===== config.mk =====
export PLATFORM = sky130hd
export DESIGN_NAME = fp_add_seq
export DESIGN_NICKNAME = d
export VERILOG_FILES = /design/src/rtl/fp_pkg.sv /design/src/rtl/fp_flag_acc.sv /design/src/rtl/fp_add_seq.sv
export SDC_FILE = /design/constraint.sdc
export NUM_CORES = 1
export LEC_CHECK = 0
export BUFFER_PORTS_ARGS = -buffer_cell sky130_fd_sc_hd__buf_4
export CAP_MARGIN = 25
export CORE_MARGIN = 4
export CORE_UTILIZATION = 41
export DETAILED_ROUTE_END_ITERATION = 10
export GPL_ROUTABILITY_DRIVEN = 0
export PLACE_DENSITY = 0.78
export SLEW_MARGIN = 20
export SYNTH_ARGS = -nofsm -noshare
export SYNTH_HDL_FRONTEND = slang
export SYNTH_SLANG_ARGS = --single-unit

===== constraint.sdc =====
create_clock -name clk -period 3.41 [get_ports clk]
set_clock_uncertainty 0.1 [all_clocks]
set_input_delay 0.341 -clock clk [delete_from_list [all_inputs] [get_ports clk]]
set_output_delay 0.341 -clock clk [all_outputs]
set_load 0.05 [all_outputs]

===== src/rtl/fp_pkg.sv =====
`default_nettype none
// ============================================================================
//  Module      : fp_pkg
//  Description : Shared definitions for the FP adder sequencer: exception
//                flag bit positions, rounding-mode codes, the canonical quiet
//                NaN and the sequencer state encoding.
//  Revision    : 1.0 - initial release
// ============================================================================
package fp_pkg;

    // Exception flag vector layout: {inv, ov, un, inexact}
    localparam int NUM_FLAGS = 4;
    localparam int FLG_INV   = 3;
    localparam int FLG_OV    = 2;
    localparam int FLG_UN    = 1;
    localparam int FLG_NX    = 0;

    // Rounding-mode codes shared with the adder's round_m input
    localparam logic [2:0] RM_RNE = 3'b000;
    localparam logic [2:0] RM_RZ  = 3'b001;
    localparam logic [2:0] RM_RD  = 3'b010;
    localparam logic [2:0] RM_RU  = 3'b011;
    localparam logic [2:0] RM_RNA = 3'b100;

    // Canonical single-precision quiet NaN produced by invalid operations
    localparam logic [31:0] FP_NANQ = 32'h7FC0_0000;

    // Sequencer states
    typedef enum logic [1:0] {
        IDLE = 2'd0,
        BUSY = 2'd1,
        RESP = 2'd2
    } seq_state_t;

    // Assemble the individual adder flags into the shared flag layout
    function automatic logic [NUM_FLAGS-1:0] pack_flags(
        input logic inv,
        input logic ov,
        input logic un,
        input logic nx
    );
        logic [NUM_FLAGS-1:0] f;
        f          = '0;
        f[FLG_INV] = inv;
        f[FLG_OV]  = ov;
        f[FLG_UN]  = un;
        f[FLG_NX]  = nx;
        return f;
    endfunction

endpackage
`default_nettype wire


===== src/rtl/fp_flag_acc.sv =====
`default_nettype none
// ============================================================================
//  Module      : fp_flag_acc
//  Description : Sticky exception-flag accumulator with software clear.
//                A set coincident with a clear leaves exactly the new flags,
//                so no exception raised in the clearing cycle is lost.
//  Revision    : 1.0 - initial release
// ============================================================================
module fp_flag_acc
    import fp_pkg::*;
(
    input  logic                 clk,
    input  logic                 rst,
    input  logic                 clr,
    input  logic                 set_en,
    input  logic [NUM_FLAGS-1:0] set_flags,
    output logic [NUM_FLAGS-1:0] flags
);

    logic [NUM_FLAGS-1:0] r_flags;

    // Accumulate on set; the clear is applied before OR-ing in the new flags
    always_ff @(posedge clk or posedge rst) begin
        if (rst) begin
            r_flags <= '0;
        end else if (set_en) begin
            r_flags <= (clr ? '0 : r_flags) | set_flags;
        end else if (clr) begin
            r_flags <= '0;
        end
    end

    assign flags = r_flags;

endmodule
`default_nettype wire


===== src/rtl/fp_add_seq.sv =====
`default_nettype none
// ============================================================================
//  Module      : fp_add_seq
//  Description : Request/response sequencer in front of the pipelined FP
//                adder. Accepts one operation over valid/ready, holds the
//                operands while the adder runs for LAT edges, captures the
//                result and flags, and returns them over a second
//                valid/ready handshake. Keeps a sticky fflags accumulation.
//  Revision    : 1.0 - initial release
// ============================================================================
module fp_add_seq
    import fp_pkg::*;
#(
    parameter int W   = 32,
    parameter int LAT = 2
) (
    input  logic         clk,
    input  logic         rst,

    input  logic         req_valid,
    output logic         req_ready,
    input  logic [W-1:0] req_a,
    input  logic [W-1:0] req_b,
    input  logic [2:0]   req_rm,

    output logic [W-1:0] add_in1,
    output logic [W-1:0] add_in2,
    output logic [2:0]   add_rm,
    output logic         add_enable,
    input  logic [W-1:0] add_out,
    input  logic         add_ov,
    input  logic         add_un,
    input  logic         add_inv,
    input  logic         add_inexact,

    output logic         rsp_valid,
    input  logic         rsp_ready,
    output logic [W-1:0] rsp_result,
    output logic [3:0]   rsp_flags,

    output logic [3:0]   fflags,
    input  logic         fflags_clr
);

    // Counter only has to reach LAT; it is cleared on every accept so it
    // never wraps.
    localparam int            CW         = (LAT < 1) ? 1 : $clog2(LAT + 1);
    localparam logic [CW-1:0] c_CNT_DONE = CW'(LAT);

    seq_state_t         r_state;
    seq_state_t         w_state_nxt;
    logic [CW-1:0]      r_cnt;
    logic [W-1:0]       r_op_a;
    logic [W-1:0]       r_op_b;
    logic [2:0]         r_rm;
    logic [W-1:0]       r_result;
    logic [3:0]         r_rsp_flags;
    logic [3:0]         w_cap_flags;
    logic               w_req_ready;
    logic               w_add_enable;
    logic               w_rsp_valid;
    logic               w_accept;
    logic               w_capture;

    assign w_cap_flags = pack_flags(add_inv, add_ov, add_un, add_inexact);
    assign w_accept    = req_valid && w_req_ready;
    assign w_capture   = (r_state == BUSY) && (r_cnt == c_CNT_DONE);

    // State register
    always_ff @(posedge clk or posedge rst) begin
        if (rst) begin
            r_state <= IDLE;
        end else begin
            r_state <= w_state_nxt;
        end
    end

    // Next-state decode and handshake/enable outputs
    always_comb begin
        w_state_nxt  = r_state;
        w_req_ready  = 1'b0;
        w_add_enable = 1'b0;
        w_rsp_valid  = 1'b0;
        unique case (r_state)
            IDLE: begin
                w_req_ready = 1'b1;
                if (req_valid) begin
                    w_state_nxt = BUSY;
                end
            end
            BUSY: begin
                w_add_enable = 1'b1;
                if (r_cnt == c_CNT_DONE) begin
                    w_state_nxt = RESP;
                end
            end
            RESP: begin
                w_rsp_valid = 1'b1;
                // Response consumed: a waiting request bypasses IDLE
                w_req_ready = rsp_ready;
                if (rsp_ready) begin
                    w_state_nxt = req_valid ? BUSY : IDLE;
                end
            end
            default: begin
                w_state_nxt = IDLE;
            end
        endcase
        // Never advertise readiness while reset is held
        if (rst) begin
            w_req_ready = 1'b0;
        end
    end

    // Operand capture on accept and latency counting while busy
    always_ff @(posedge clk or posedge rst) begin
        if (rst) begin
            r_cnt  <= '0;
            r_op_a <= '0;
            r_op_b <= '0;
            r_rm   <= '0;
        end else if (w_accept) begin
            r_cnt  <= '0;
            r_op_a <= req_a;
            r_op_b <= req_b;
            r_rm   <= req_rm;
        end else if ((r_state == BUSY) && !w_capture) begin
            r_cnt  <= r_cnt + CW'(1);
        end
    end

    // Result and flag capture; held until the response is consumed
    always_ff @(posedge clk or posedge rst) begin
        if (rst) begin
            r_result    <= '0;
            r_rsp_flags <= '0;
        end else if (w_capture) begin
            r_result    <= add_out;
            r_rsp_flags <= w_cap_flags;
        end
    end

    fp_flag_acc u_flag_acc (
        .clk       (clk),
        .rst       (rst),
        .clr       (fflags_clr),
        .set_en    (w_capture),
        .set_flags (w_cap_flags),
        .flags     (fflags)
    );

    assign req_ready  = w_req_ready;
    assign add_enable = w_add_enable;
    assign rsp_valid  = w_rsp_valid;
    assign add_in1    = r_op_a;
    assign add_in2    = r_op_b;
    assign add_rm     = r_rm;
    assign rsp_result = r_result;
    assign rsp_flags  = r_rsp_flags;

endmodule
`default_nettype wire


==> flow_metrics.py, run 1 <==
metrics = {
    "critical_path": {
        "arrival_ps": 2170,
        "worst_setup_path_end_kind": "register",
        "critPathRequiredTime_ps": 3550,
        "ff2ff_path_depth": 4,
        "critPathMaxFanout": 69,
        "r2r-start": "r_state[1]$_DFFE_PP0P_",
        "rr_endpoint": "add_in2[19]$_DFFE_PP0P_",
        "crit_type": "register to register",
        "start_kind": "register",
        "rrSetupSlack_ps": 1380,
    },
    "drt": {
        "drc_errors": 0,
        "drt_first_pass_iters": 4,
        "drt-total-wl_mm": 10.2,
        "vias": 2898,
        "viasPerCell": 4.77,
        "postRouteAntennaNets": 0,
        "routedWlPerCell_um": 16.8,
        "drt-initial-drc-count": 104,
    },
    "timing": {
        "period_needed_ps": 2030,
        "relSlewSlack_pct": 40.2,
        "finalHoldViolCount": 0,
        "min_period_over_period_pct": 59.4,
        "setup_violations": 0,
        "worstMarginPinSlew_ps": 898,
        "hold_ws_ps": 53.2,
        "max_freq_mhz": 493,
        "tns_ps": 0,
        "rsz0062_at_grt": "no",
        "slew_violations": 0,
    },
    "die": {
        "die_h_um": 111,
        "boundaryPins": 218,
        "core_mm2": 0.0103,
        "initial_core_util_pct": 42.0,
        "die_w_um": 111,
        "rows": 37,
        "die_area_mm2": 0.0123,
    },
    "clock_network": {
        "h-tree-depth": 3,
        "cts_tree": "yes",
        "clk_latency_ps": 360,
        "numCtsBuffers": 9,
        "postCtsHoldBufs": 0,
        "path_clk_slew_ps": 100,
        "cts_setup_buffers": 0,
        "cts_buffer_depth": 2,
        "cts_resized": 0,
        "root_buffer": "clkbuf_8",
        "clock_sinks": 111,
    },
    "global_routing": {
        "grt_first_pass_wirelength_mm": 16.3,
        "gr-total-overflow": 0,
        "grt_pass1_vias": 3204,
        "grt_max_degree": 71,
        "gr-usage-all-layers_pct": 16.3,
        "grt_antenna_before_repair": 0,
    },
    "job": {
        "maxCapViolCount": 0,
    },
    "finish": {
        "nFillCells": 798,
        "drive_gt1_share_pct": 71.6,
        "areaGrowthSynthToFinish_pct": 44.2,
        "multi_input_area_mm2": 0.00147,
        "regArea_mm2": 0.00278,
        "nets": 577,
        "fin_util_pct": 60.6,
        "antenna_cells": 0,
    },
    "min_path": {
        "hold_class": "input pin to asynchronous set/reset pin",
    },
    "synthesis": {
        "synth-simple-area-share_pct": 1.73,
        "synthArstFlopShare_pct": 100,
        "ys_seq_area_share_pct": 64.1,
        "post_synth_xor_area_fraction_pct": 0.202,
        "yosys_register_bits": 111,
        "synth_top_area_share_pct": 64.1,
        "synth_largest_area_cell": "dfrtp_1",
        "yosys-top-cells-area": "dfrtp_1 (64%), mux2_2 (17%), mux2_4 (13%)",
        "synth_compound_area_share_pct": 1.21,
        "synth-edff-count": 0,
        "synth_cells": 249,
        "muxShareOfSynthArea_pct": 30.2,
        "synthAdderAreaFrac_pct": 0.289,
        "syn-num-nets": 358,
        "syn_avg_cell_area_um2": 17.4,
        "synth_top_family_by_area": "multiplexers",
        "yosys_warnings": 0,
        "synth-main-ff-cell": "dfrtp_1",
        "post_synth_num_cell_types": 22,
        "synth_area_mm2": 0.00434,
        "synthTopCellsByCount": "dfrtp_1 (111), mux2_2 (66), mux2_4 (37), buf_2 (5)",
        "synthMostInstantiatedCell": "dfrtp_1",
    },
    "placed_design": {
        "dp_hpwl_mm": 7.65,
        "io_buffers": 217,
    },
    "run_status": {
        "status": "finished, final reports clean",
    },
}
[cells in the final DEF (no fill, tap or decap), types with 2 or more instances in the layout]
| cell type | instances |
|---|---|
| mux2_2 | 66 |
| clkinvlp_4 | 2 |
| buf_4 | 218 |
| inv_1 | 3 |
| and2_1 | 3 |
| clkbuf_8 | 9 |
| dfrtp_1 | 111 |
| a32o_1 | 4 |
| clkbuf_1 | 2 |
| mux2_4 | 37 |
[registers in the layout, summed over array words and instances, names as in the netlist]
signal / flops
rsp_result: 32
r_cnt: 2
add_in2: 32
add_rm: 3
u_flag_acc.flags: 4
rsp_flags: 4
add_in1: 32
r_state: 2
[area by class of cell]
class                           instances  area share [%]
Clock buffer                           11            2.10
Clock inverter                          4           0.520
Inverter                                4           0.280
Multi-Input combinational cell        123            23.4
Sequential cell                       111            44.4
Tap cell                              136            2.72
Timing Repair Buffer                  219            26.5
[logic make-up (layout without fill, tap and decap cells)]
logic type               Yosys count  in the layout
adder cells (fa/ha/maj)            1              1
multiplexers                     104            104
AND/OR/NAND/NOR                   11             11
buffers and inverters             15            238
AO/OA/AOI/OAI                      6              6
flip-flops                       111            111
XOR/XNOR                           1              1
[routing by layer]
layer | share of wire [%] | global-route usage (%) | vias up
li1 | - | - | 1305
met1 | 39 | 19.1 | 1456
met2 | 51 | 27.9 | 133
met3 | 9.5 | 6.71 | 4
met4 | 0.52 | 3.94 | 0
met5 | 0 | 0 | -
[how the worst max path moves through the flow]
| stage | startpoint | end | slack, ps |
|---|---|---|---|
| after CTS | r_state[1]$_DFFE_PP0P_ | add_in1[4]$_DFFE_PP0P_ | 1380 |
| after floorplan | rst | add_in1[0]$_DFFE_PP0P_ | 40 |
| after global placement | rsp_ready | add_in1[16]$_DFFE_PP0P_ | 1310 |
| final | r_state[1]$_DFFE_PP0P_ | add_in2[19]$_DFFE_PP0P_ | 1380 |
| after detailed placement | rsp_ready | add_in1[4]$_DFFE_PP0P_ | 1250 |
| after global routing | r_state[1]$_DFFE_PP0P_ | add_in1[4]$_DFFE_PP0P_ | 1250 |
[critical path: stages, from the launching register on]
cell      delay (ps)
dfrtp_1          400
nand2b_1         140
nand3_4          110
buf_4            670
mux2_2           430
[stage by stage]
step                instances  cell area, um2  setup slack (ps)
global placement          593            6090              1310
finish                    608            6250              1380
detailed placement        593            6090              1250
CTS                       608            6250              1380
global route              608            6250              1250
floorplan                 249            4340              38.3
Power of run 1 is left out: the tool's default activity adds up to more than one toggle a clock period on the data nets, which glitch-free logic cannot reach.
==> run 2: changes to the inputs <==
--- a/config.mk
+++ b/config.mk
@@ -5,13 +5,14 @@
 export SDC_FILE = /design/constraint.sdc
 export NUM_CORES = 1
 export LEC_CHECK = 0
+export ABC_AREA = 1
 export BUFFER_PORTS_ARGS = -buffer_cell sky130_fd_sc_hd__buf_4
 export CAP_MARGIN = 25
 export CORE_MARGIN = 4
-export CORE_UTILIZATION = 41
+export CORE_UTILIZATION = 42
 export DETAILED_ROUTE_END_ITERATION = 10
 export GPL_ROUTABILITY_DRIVEN = 0
-export PLACE_DENSITY = 0.78
+export PLACE_DENSITY = 0.79
 export SLEW_MARGIN = 20
 export SYNTH_ARGS = -nofsm -noshare
 export SYNTH_HDL_FRONTEND = slang
==> constraint.sdc (replaced) <==
create_clock -name clk -period 1.8 [get_ports clk]
set_clock_uncertainty 0.1 [all_clocks]
set_input_delay 0.18 -clock clk [delete_from_list [all_inputs] [get_ports clk]]
set_output_delay 0.18 -clock clk [all_outputs]
set_load 0.05 [all_outputs]
==> run 2 against run 1 <==
Effect of this change:
- non-clock buffer count up 118
- sequential share of layout area is 7.1 points lower
- critical path depth grew 1
- hold slack improved by 89 ps
- sequential cell count stayed put
- global-route usage rose by 9.2 points
- setup slack worse by 1300 ps
- largest cell class is now non-clock buffers
==> flow_metrics.py, run 2 <==
metrics = {
    "placed_design": {
        "io_buffers": 217,
        "dp_cells": 826,
        "dp_hpwl_mm": 9.51,
    },
    "power_and_ir_drop": {
        "clkPwrFrac_pct": 9.2,
        "peakVddDrop_v": 0.00141,
        "power.density_mw_per_mm2": 1930,
        "leakagePower_uw": 0.00404,
        "p_switching_uw": 7760,
        "swShare_pct": 53.9,
        "intPower_uw": 6640,
        "pwr-share-comb_pct": 60.1,
        "power_frac_seq_pct": 30.8,
    },
    "synthesis": {
        "synthAdderAreaFrac_pct": 0.278,
        "synth_cells": 494,
        "yosys-top-cells-area": "dfrtp_1 (62%), nand2_1 (21%), nand4_1 (9.5%)",
        "syn-num-nets": 603,
        "syn_avg_cell_area_um2": 9.10,
        "post_synth_num_cell_types": 19,
        "synthMostInstantiatedCell": "nand2_1",
        "yosys_warnings": 0,
        "synth-main-ff-cell": "dfrtp_1",
        "synth_top_area_share_pct": 61.8,
        "post_synth_xor_area_fraction_pct": 0,
        "ys_seq_area_share_pct": 61.8,
        "yosys_register_bits": 111,
        "synth_top_family_by_area": "simple AND/OR/NAND/NOR gates",
        "synthArstFlopShare_pct": 100,
        "synth-edff-count": 0,
        "synth_area_mm2": 0.00450,
        "muxShareOfSynthArea_pct": 0,
        "synth-simple-area-share_pct": 32.3,
        "synthTopCellsByCount": "nand2_1 (256), dfrtp_1 (111), nand4_1 (68), clkbuf_1 (15)",
        "synth_compound_area_share_pct": 0.111,
        "synth_largest_area_cell": "dfrtp_1",
    },
    "clock_network": {
        "root_buffer": "clkbuf_8",
        "numCtsBuffers": 9,
        "cts_tree": "yes",
        "path_clk_slew_ps": 100,
        "h-tree-depth": 3,
        "clock_sinks": 111,
        "clk_latency_ps": 350,
        "cts_buffer_depth": 2,
        "cts_resized": 0,
        "cts_setup_buffers": 0,
    },
    "finish": {
        "final_cell_mix": "nand2_1 (255), buf_4 (230), dfrtp_1 (111)",
        "antenna_cells": 0,
        "nets": 915,
        "areaGrowthSynthToFinish_pct": 65.6,
        "mostFrequentLayoutCell": "nand2_1",
        "drive_gt1_share_pct": 31.3,
        "nFillCells": 688,
        "finalNonFillerCells": 947,
    },
    "timing": {
        "period_needed_ps": 1690,
        "setup_violations": 0,
        "rsz0062_at_grt": "no",
        "finalHoldViolCount": 0,
        "max_freq_mhz": 592,
        "tns_ps": 0,
        "min_period_over_period_pct": 93.9,
        "worstMarginPinSlew_ps": 456,
        "slew_violations": 0,
        "relSlewSlack_pct": 69.6,
    },
    "drt": {
        "vias": 4843,
        "drt-initial-drc-count": 484,
        "viasPerCell": 5.11,
        "drt-total-wl_mm": 16.0,
        "drc_errors": 0,
        "postRouteAntennaNets": 0,
        "drt_first_pass_iters": 6,
        "routedWlPerCell_um": 16.8,
    },
    "run_status": {
        "status": "finished, final reports clean",
    },
    "job": {
        "maxCapViolCount": 0,
    },
    "critical_path": {
        "critPathRequiredTime_ps": 1520,
        "worst_setup_path_end_kind": "primary output",
        "start_kind": "input pin",
        "arrival_ps": 1410,
        "crit_type": "input pin to primary output",
        "critPathMaxFanout": 5,
    },
    "die": {
        "initial_core_util_pct": 43.4,
        "core_mm2": 0.0104,
        "rows": 37,
        "die_w_um": 111,
        "boundaryPins": 218,
        "die_h_um": 111,
        "die_area_mm2": 0.0124,
    },
    "global_routing": {
        "grt_pass1_vias": 4999,
        "grt_first_pass_wirelength_mm": 25.8,
        "gr-usage-all-layers_pct": 25.5,
        "grt_max_degree": 64,
        "grt_antenna_before_repair": 0,
        "gr-total-overflow": 0,
    },
    "min_path": {
        "hold_class": "input pin to register",
    },
}
## run 2: changes by cell type after synthesis, moves of 5 or more
cell / previous run / this run
buf_1: 0 / 5
clkbuf_1: 0 / 15
nand4_1: 0 / 68
nand2_1: 1 / 256
mux2_2: 66 / 0
mux2_4: 37 / 0
## run 2: worst max-delay path, cell delays in order
cell and delay, ps:
dlygate4sd3_1 550, buf_4 160, nor2_4 140, and2_1 170, buf_4 200
## run 2: per-stage QoR
step | utilization (%) | hold WS, ps | setup slack (ps) | total power [uW] | instance area (um2)
after floorplan | - | 190 | 120 | 10100 | 4500
after global placement | 60.1 | 224 | 429 | 12600 | 6230
after detailed placement | 60.1 | 224 | 345 | 12800 | 6230
after CTS | 71.7 | 1.04 | 117 | 14300 | 7430
after global routing | 71.8 | 127 | 62.4 | 15100 | 7440
final | 71.8 | 142 | 110 | 14400 | 7440
## run 2: logic make-up (layout without fill, tap and decap cells)
kind of cell    count (synthesis)  after routing
compound gates                  1              1
fa+ha+maj                       1              1
buf+inv                        46            363
flops                         111            111
simple gates                  335            335
## run 2: area by class of cell
class | count | area (um2) | share of cell area, %
Clock inverter | 5 | 35.0 | 0.471
Tap cell | 136 | 170 | 2.29
Timing Repair Buffer | 337 | 2820 | 37.8
Inverter | 10 | 41.3 | 0.555
Clock buffer | 11 | 131 | 1.76
Sequential cell | 111 | 2780 | 37.3
Multi-Input combinational cell | 337 | 1470 | 19.8
## run 2: timing repair
item	CTS	global route
hold buffers	104	1
endpoints found under the hold margin	217	1
setup endpoints to repair	0	0
## run 2: worst paths after layout
| check | end | cells past startpoint | slack [ps] | startpoint |
|---|---|---|---|---|
| worst max-delay path | req_ready | 5 | 110 | rst |
| worst min-delay path | add_in2[30]$_DFFE_PP0P_ | 3 | 140 | req_valid |
| worst max register to register | rsp_result[28]$_DFFE_PP0N_ | 6 | 260 | r_cnt[0]$_DFFE_PP0P_ |
| worst min register to register | add_in2[19]$_DFFE_PP0P_ | 2 | 380 | add_in2[19]$_DFFE_PP0P_ |
| max in group asynchronous | add_in2[3]$_DFFE_PP0P_ | 4 | 870 | rst |
| min in group asynchronous | add_in1[15]$_DFFE_PP0P_ | 4 | 420 | rst |
## run 2: metal layers
layer / up-vias / share of wire, % / track usage (%)
met5: - / 0 / 0
met3: 43 / 8.0 / 5.82
met4: 0 / 2.8 / 9.00
li1: 2217 / - / -
met1: 2311 / 38 / 30.6
met2: 272 / 51 / 45.0
## run 2: power by group through the flow
| stage | combinational (uW) | clock, uW | sequential (uW) |
|---|---|---|---|
| 3_5_place_dp | 8350 | 0 | 4400 |
| 6_report | 8650 | 1320 | 4430 |
| 2_1_floorplan | 1800 | 0 | 8270 |
| 4_1_cts | 8530 | 1350 | 4380 |
| 5_1_grt | 9080 | 1470 | 4560 |
| 3_3_place_gp | 8200 | 0 | 4380 |
Power figures use the tool's default switching activity.
